[src/rtl/keypad_entry_display.sv]
// Numeric entry front end behind a PS/2 keyboard decoder: right-aligned BCD
// buffer with backspace/clear/enter editing and a multiplexed 7-segment display.
module keypad_entry_display #(
    parameter int DIGITS       = 4,
    parameter int REFRESH_BITS = 17,
    parameter bit OVERWRITE    = 1'b0
) (
    input  logic                          clk,
    input  logic                          rst,
    input  logic                          key_valid,
    input  logic [8:0]                    last_change,
    input  logic [511:0]                  key_down,
    output logic [7:0]                    display,
    output logic [DIGITS-1:0]             ctrl,
    output logic [4*DIGITS-1:0]           value,
    output logic [$clog2(DIGITS+1)-1:0]   count,
    output logic                          full,
    output logic                          enter
);
    localparam int CW = $clog2(DIGITS + 1);
    localparam int IW = $clog2(DIGITS);
    localparam int VW = 4 * DIGITS;
    localparam logic [CW-1:0]     FULL_CNT = CW'(DIGITS);
    localparam logic [IW-1:0]     LAST_IDX = IW'(DIGITS - 1);
    localparam logic [DIGITS-1:0] ONE_HOT0 = {{(DIGITS-1){1'b0}}, 1'b1};

    localparam logic [8:0] CODE_BKSP  = 9'h066;
    localparam logic [8:0] CODE_ESC   = 9'h076;
    localparam logic [8:0] CODE_ENT   = 9'h05A;
    localparam logic [8:0] CODE_ENT_X = 9'h15A;

    // Returns {is_digit, bcd} for a scan code; extended codes are never digits.
    function automatic logic [4:0] decode_digit(input logic [8:0] code);
        logic [4:0] r;
        case (code)
            9'h045, 9'h070: r = 5'h10;
            9'h016, 9'h069: r = 5'h11;
            9'h01E, 9'h072: r = 5'h12;
            9'h026, 9'h07A: r = 5'h13;
            9'h025, 9'h06B: r = 5'h14;
            9'h02E, 9'h073: r = 5'h15;
            9'h036, 9'h074: r = 5'h16;
            9'h03D, 9'h06C: r = 5'h17;
            9'h03E, 9'h075: r = 5'h18;
            9'h046, 9'h07D: r = 5'h19;
            default:        r = 5'h00;
        endcase
        return r;
    endfunction

    // Active-low segment pattern {a..g,dp}, dp always off.
    function automatic logic [7:0] glyph(input logic [3:0] d);
        logic [7:0] g;
        case (d)
            4'd0:    g = 8'h03;
            4'd1:    g = 8'h9F;
            4'd2:    g = 8'h25;
            4'd3:    g = 8'h0D;
            4'd4:    g = 8'h99;
            4'd5:    g = 8'h49;
            4'd6:    g = 8'h41;
            4'd7:    g = 8'h1F;
            4'd8:    g = 8'h01;
            4'd9:    g = 8'h09;
            default: g = 8'hFF;
        endcase
        return g;
    endfunction

    logic                    kv_q, kv_d;
    logic                    evt_q, evt_d;
    logic [8:0]              evt_code_q, evt_code_d;
    logic [VW-1:0]           value_q, value_d;
    logic [CW-1:0]           count_q, count_d;
    logic                    enter_q, enter_d;
    logic [REFRESH_BITS-1:0] scan_cnt_q, scan_cnt_d;
    logic [IW-1:0]           digit_idx_q, digit_idx_d;
    logic [DIGITS-1:0]       ctrl_q, ctrl_d;
    logic [7:0]              display_q, display_d;
    logic [4:0]              dec_s;
    logic                    full_s;

    assign full_s = (count_q == FULL_CNT);
    assign dec_s  = decode_digit(evt_code_q);

    // Next-state logic: press detect, buffer editing and display scan.
    always_comb begin
        kv_d        = key_valid;
        evt_d       = key_valid & ~kv_q & key_down[last_change];
        evt_code_d  = last_change;
        value_d     = value_q;
        count_d     = count_q;
        enter_d     = 1'b0;
        scan_cnt_d  = scan_cnt_q + 1'b1;
        digit_idx_d = digit_idx_q;

        if (evt_q) begin
            if (dec_s[4]) begin
                if (!full_s) begin
                    value_d = {value_q[VW-5:0], dec_s[3:0]};
                    count_d = count_q + 1'b1;
                end else if (OVERWRITE) begin
                    value_d = {value_q[VW-5:0], dec_s[3:0]};
                end else begin
                    value_d = value_q;
                end
            end else if (evt_code_q == CODE_BKSP) begin
                if (count_q != {CW{1'b0}}) begin
                    value_d = value_q >> 4;
                    count_d = count_q - 1'b1;
                end else begin
                    value_d = value_q;
                end
            end else if (evt_code_q == CODE_ESC) begin
                value_d = {VW{1'b0}};
                count_d = {CW{1'b0}};
            end else if ((evt_code_q == CODE_ENT) || (evt_code_q == CODE_ENT_X)) begin
                enter_d = 1'b1;
            end else begin
                enter_d = 1'b0;
            end
        end else begin
            enter_d = 1'b0;
        end

        if (&scan_cnt_q) begin
            digit_idx_d = (digit_idx_q == LAST_IDX) ? {IW{1'b0}} : digit_idx_q + 1'b1;
        end else begin
            digit_idx_d = digit_idx_q;
        end

        ctrl_d = ~(ONE_HOT0 << digit_idx_q);
        // Positions beyond the entered digits stay dark.
        if (CW'(digit_idx_q) < count_q) begin
            display_d = glyph(value_q[digit_idx_q*4 +: 4]);
        end else begin
            display_d = 8'hFF;
        end
    end

    // State registers with asynchronous active-low reset.
    always_ff @(posedge clk or negedge rst) begin
        if (!rst) begin
            kv_q        <= 1'b0;
            evt_q       <= 1'b0;
            evt_code_q  <= 9'h000;
            value_q     <= {VW{1'b0}};
            count_q     <= {CW{1'b0}};
            enter_q     <= 1'b0;
            scan_cnt_q  <= {REFRESH_BITS{1'b0}};
            digit_idx_q <= {IW{1'b0}};
            ctrl_q      <= ~ONE_HOT0;
            display_q   <= 8'hFF;
        end else begin
            kv_q        <= kv_d;
            evt_q       <= evt_d;
            evt_code_q  <= evt_code_d;
            value_q     <= value_d;
            count_q     <= count_d;
            enter_q     <= enter_d;
            scan_cnt_q  <= scan_cnt_d;
            digit_idx_q <= digit_idx_d;
            ctrl_q      <= ctrl_d;
            display_q   <= display_d;
        end
    end

    assign value   = value_q;
    assign count   = count_q;
    assign full    = full_s;
    assign enter   = enter_q;
    assign ctrl    = ctrl_q;
    assign display = display_q;

endmodule

[config.mk]
export PLATFORM = sky130hd
export DESIGN_NAME = keypad_entry_display
export DESIGN_NICKNAME = d
export VERILOG_FILES = /design/src/rtl/keypad_entry_display.sv
export SDC_FILE = /design/constraint.sdc
export NUM_CORES = 1
export LEC_CHECK = 0
export ABC_AREA = 0
export CAP_MARGIN = 20
export CORE_AREA = 2 2 215 217
export CTS_CLUSTER_SIZE = 25
export DETAILED_ROUTE_END_ITERATION = 8
export DIE_AREA = 0 0 217 219
export PLACE_DENSITY = 0.57
export SLEW_MARGIN = 15
export SYNTH_ARGS = -nofsm -noshare
export SYNTH_HDL_FRONTEND = slang
export SYNTH_SLANG_ARGS = --single-unit
export TNS_END_PERCENT = 10
[constraint.sdc]
create_clock -name clk -period 3.1 [get_ports clk]
set_input_delay 0.31 -clock clk [delete_from_list [all_inputs] [get_ports clk]]
set_output_delay 0.31 -clock clk [all_outputs]
set_load 0.005 [all_outputs]
### Yosys cells after proc, flatten, opt, wreduce, memory -nomap -nowiden

Memories as Yosys holds them, arrays and structs flattened.
Index checks and enable logic that the tools add are counted.

| word-level totals | value |
|---|---|
| logic and storage cells | 86 |
| flip-flop bits (word level) | 62 |
| bits of input ports | 524 |
| memories | 1 |
| ROM bits | 112 |

| cells by class | value |
|---|---|
| reductions and logical operators | 15 |
| shift operators | 2 |
| muxes and demuxes | 20 |
| bitwise operators | 4 |
| equality and inequality tests | 28 |
| order comparisons | 2 |
| add/subtract/negate cells | 4 |

Memory list:

| name | depth | bits a word | rd ports | clocked after memory_dff | wr ports | RTL line | text |
|---|---|---|---|---|---|---|---|
| (name not given) | 16 | 7 | 1 | 0 | 0 | 54 | `case (d)` |

Operator list:

| kind | number |
|---|---|
| 9-bit by 7-bit == test with 1-bit output, second input constant | 15 |
| 16-bit two-way mux | 5 |
| 9-bit by 6-bit == test with 1-bit output, second input constant | 6 |
| 5-bit case mux with 10 select lines | 1 |
| 2-bit OR reduction | 10 |
| 9-bit by 5-bit == test with 1-bit output, second input constant | 2 |
| 17-bit by 1-bit adder with 17-bit output, second input constant | 1 |
| 17-bit AND reduction | 1 |
| 16-bit by 5-bit variable part select with 4-bit output | 1 |
| 3-bit two-way mux | 5 |
| 9-bit by 10-bit < comparator with 1-bit output, second input constant | 1 |
| 1-bit binary-select mux with 9-bit select | 1 |
| 9-bit == test, second input constant | 1 |
| 8-bit two-way mux | 1 |
| 1-bit two-way mux | 6 |
| 3-bit nonzero test | 2 |
| 4-bit NOT | 1 |
| 4-bit AND reduction | 1 |
| 1-bit by 2-bit << shifter with 4-bit output, first input constant | 1 |
| 3-bit by 1-bit adder with 3-bit output, second input constant | 1 |
| 3-bit == test, second input constant | 1 |
| 2-bit by 3-bit < comparator with 1-bit output | 1 |
| 3-bit by 2-bit inequality test with 1-bit output, second input constant | 1 |
| 3-bit by 1-bit subtractor with 3-bit output, second input constant | 1 |
| 7 further kinds | 8 |

### Depth between registers and ports, before layout

| logic depth | value |
|---|---|
| depth in word-level cells | 7 |
| depth in mapped cells | 11 |
| mapped depth without buffers | 7 |

### Least setup slack after synthesis

OpenSTA, ideal clock, no wires.

| timing | value |
|---|---|
| kind | register to register |
| start point | register evt_code_q[4] |
| end point | register value_q[10], in the netlist value[10] |
| setup slack | 0.212 ns |
| stages on the path, launching flop included | 11 |
| setup time | 0.125 ns |
| required time | 2.975 ns |
| period minus slack after synthesis | 2.888 ns |
| arrival time | 2.763 ns |
| path through | dfrtp_1 -> buf_6 -> xor2_1 -> and3_1 -> o21a_1 -> or4_4 -> or2_0 -> buf_6 -> a211oi_4 -> buf_8 -> mux2_4 |

| on the way | value |
|---|---|
| word-level cells in the longest chain between the ends | 5 |

RTL lines:

| element | RTL line | text |
|---|---|---|
| from (decl) | 72 | `logic [8:0] evt_code_q, evt_code_d;` |
| from (signal assigned) | 157 | `evt_code_q <= evt_code_d;` |
| 9-bit by 7-bit == test with 1-bit output (tied with other cells) | 35 | `case (code)` |
| 2-bit OR reduction | 35 |  |
| 5-bit case mux with 10 select lines | 35 |  |
| 3-bit by 2-bit inequality test with 1-bit output (no source line) (tied with other cells) | -- |  |
| 4-bit AND reduction (no source line) | -- |  |
| to (signal assigned) | 147 | `value_q <= {VW{1'b0}};` |
| to (signal assigned) | 158 | `value_q <= value_d;` |
| to (decl) | 73 | `logic [VW-1:0] value_q, value_d;` |

Parallel ways exist; a longest one is shown, timed or not.
A chain may end at the register's enable or synchronous reset.

### Worst setup path in the final report

| timing | value |
|---|---|
| start point | register evt_code_q[6] |
| end point | register value_q[8], in the netlist value[8] |

Same word-level chain as after synthesis.

==> qor.csv <==
metric;value;unit
Slew Viols, Final;0;
dpl ws;109.5;ps
Setup-failing EPs final;0;
CTS tree;built;
chip width;217;µm
Int Pwr;2.697;mW
reg2reg path depth;8;
total number of yosys warnings;0;
Hold/Removal Path Class;in -> async;
# Post-CTS Setup Buffers;0;
met3 Use GR;2.481;%
Multi-input gate area;0.005562;mm²
switching power;0.9285;mW
Num CTS Buffers;9;
worst relative slew slack;50.07;%
met1 global-route usage;20.74;%
drt total wl;42920;µm
VDD IR-drop max;0.2342;mV
Std-Cell Rows;78;
CTS resizes;0;
Final min period;2957;ps
critical path, cell by cell;nor2b_1 -> and3_1 -> o21a_1 -> or4_4 -> or2_0 -> a211oi_4 -> buf_12 -> mux2_2;
pwr dens;253.0;mW/mm²
Static Leakage;5.280;nW
Clock Skews;6.864;ps
IO Pins;557;
grt ovf;0;
Buf+Inv Stages, Crit Path;1;
Sw Ratio;25.61;%
dpl hpwl;37160;µm
CTS Hold Bufs;0;
ratio of cells with drive above 1 in the final layout;18.44;%
RSZ-0062 raised after global routing;no;
Post-layout nets;1755;
register area;0.001540;mm²
input/output buffers;555;
initial antenna violation count;6;
synth unique cells;69;
delay-heaviest family, CP;simple AND/OR/NAND/NOR gates;
Avg WL per Cell;23.52;µm
max incr delay on CP;530;ps
setup_tns;0;ps
status;complete, no violations;
register bit total from synthesis;61;
final hold vios;0;
GRT busiest layer;met2;
mapped cell area;0.007491;mm²
FF-to-FF Start;evt_code_q[6];
Syn Inst Count;657;
r2r endpoint;value[8];
FMAX;338.2;MHz
worst setup margin;143.3;ps
clock slew at reported path FFs;60;ps
Initial DRC Count;566;
post-synth top area share;36.38;%
Initial Util;16.61;%
post-route ant nets;0;
Layout area overhead;91.33;%
first-pass GRT wire length;60520;µm
Syn Area/Cell;11.40;µm²
synth cell count leaders;121 x mux4_2, 59 x mux2i_1, 51 x dfrtp_1;
Tightest Pin Transition;749.0;ps
Total GRT Usage;17.36;%
area of the die;0.04752;mm²
clock buffer depth;2;
clk_lat worst skew;330;ps
sequential power share;24.3;%
Routability Congestion;1.010;
routed vias/inst;4.564;
# H-tree levels;3;
die span in y;219;µm
vias in the first global route;9022;
CP Capture Type;flop;
Post-Syn Nets;1197;
MaxCap Viol Count;0;
Via Count;8330;
CTS sink cnt;61;
crit path launch type;flop;
top-count cell post-synth;mux4_2;
met2 GRT Util;33.12;%
DRT Pass-1 Iters;5;
core area;0.04509;mm²
largest net degree at the start of global routing;62;
Crit Path Category;reg -> reg;
r2r setup slk;140;ps
share of total power in the clock network;32.1;%
Worst EP required;3310;ps
filler instances;4660;
CP startpoint;evt_code_q[6];
period utilisation layout;95.38;%
Synth async-reset ratio;100.0;%
Synth Flop Type;dfrtp_1;
worst path arrival time;3170;ps
Comb pwr share;43.6;%
register area share after synthesis;20.54;%
CTS root buf;clkbuf_16;
EDFF count, synth;0;
Synth area leaders;mux4_2 36%, dfrtp_1 17%, mux2i_1 7.9%;
CP max FO;14;
detailed-route DRC error count;0;
cell taking the most area after synthesis;mux4_2;
slowest cell on the critical path;or4_4;
layout by cell type (no fill, tap or decap), drive strengths merged, types with 21 or more instances in the layout:
master,instances
nand2,33
mux4,121
dfrtp,51
clkdlybuf4s50,549
mux2i,59
buf,57
nor3,25
inv,28
nor2,23
nand3,21
kinds of logic (layout without fill, tap and decap cells):
logic type,count (synthesis),in the layout,share of synthesized area (%)
adders and majority gates,16,16,2.672
buffers and inverters,87,650,5.211
DFF,61,61,20.54
xor gates and xnor gates,17,17,1.988
muxes,193,193,46.32
AOI/OAI and AO/OA,114,114,11.09
other,1,6,0.05006
and+or+nand+nor,168,168,12.13
area by class of cell:
| class | instances | area share, % |
|---|---|---|
| inverter | 28 | 0.7333 |
| sequential | 61 | 10.75 |
| multi-input combinational | 509 | 38.80 |
| clock inverter | 4 | 0.6635 |
| clock buffer | 12 | 1.720 |
| timing repair buffer | 606 | 42.01 |
| tap | 600 | 5.238 |
| antenna | 5 | 0.08730 |
stage by stage:
step / utilization (%) / instances / hold WS, ps / area, µm² / power [mW]
global placement: 31.00 / 1804 / 453.8 / 13980 / 2.487
CTS: 31.76 / 1820 / 173.9 / 14320 / 3.667
floorplan: - / 657 / 14.41 / 7491 / 1.483
global route: 31.79 / 1825 / 221.6 / 14330 / 3.800
detailed placement: 31.00 / 1804 / 462.4 / 13980 / 2.490
finish: 31.79 / 1825 / 143.7 / 14330 / 3.625
per-layer routing:
layer	vias to the layer above	share of wire, %	wire length (µm)
met4	0	1.3	537
met5	-	0	0
met1	4169	40	17160
met3	29	4.6	1962
met2	326	54	23250
li1	3806	-	-
worst reg2reg max path, stage by stage (launching register included):
cell and delay [ps]:
dfrtp_1 510, nor2b_1 230, and3_1 190, o21a_1 190, or4_4 530, or2_0 270
a211oi_4 380, buf_12 200, mux2_2 350
sequential cells by signal (all words and copies together) (netlist names):
signal,flops
digit_idx_q,2
value,16
kv_q,1
evt_q,1
evt_code_q,9
scan_cnt_q,17
enter,1
count,3
display,7
ctrl,4
worst max path at each step:
stage                endpoint  slack (ps)  cells past startpoint
global placement     value[7]         150                      8
finish               value[8]         140                      8
floorplan           value[10]         210                     10
CTS                  value[8]         100                      8
detailed placement   value[6]         110                      8
global route         value[1]          30                      8
power groups by stage:
stage               clock network [mW]  registers (mW)  logic [mW]
floorplan                            0           0.885       0.598
global placement                     0           0.895        1.59
detailed placement                   0           0.894        1.60
CTS                               1.18           0.880        1.60
global route                      1.23           0.886        1.69
finish                            1.16           0.880        1.58
(Power assumes the default switching activity.)
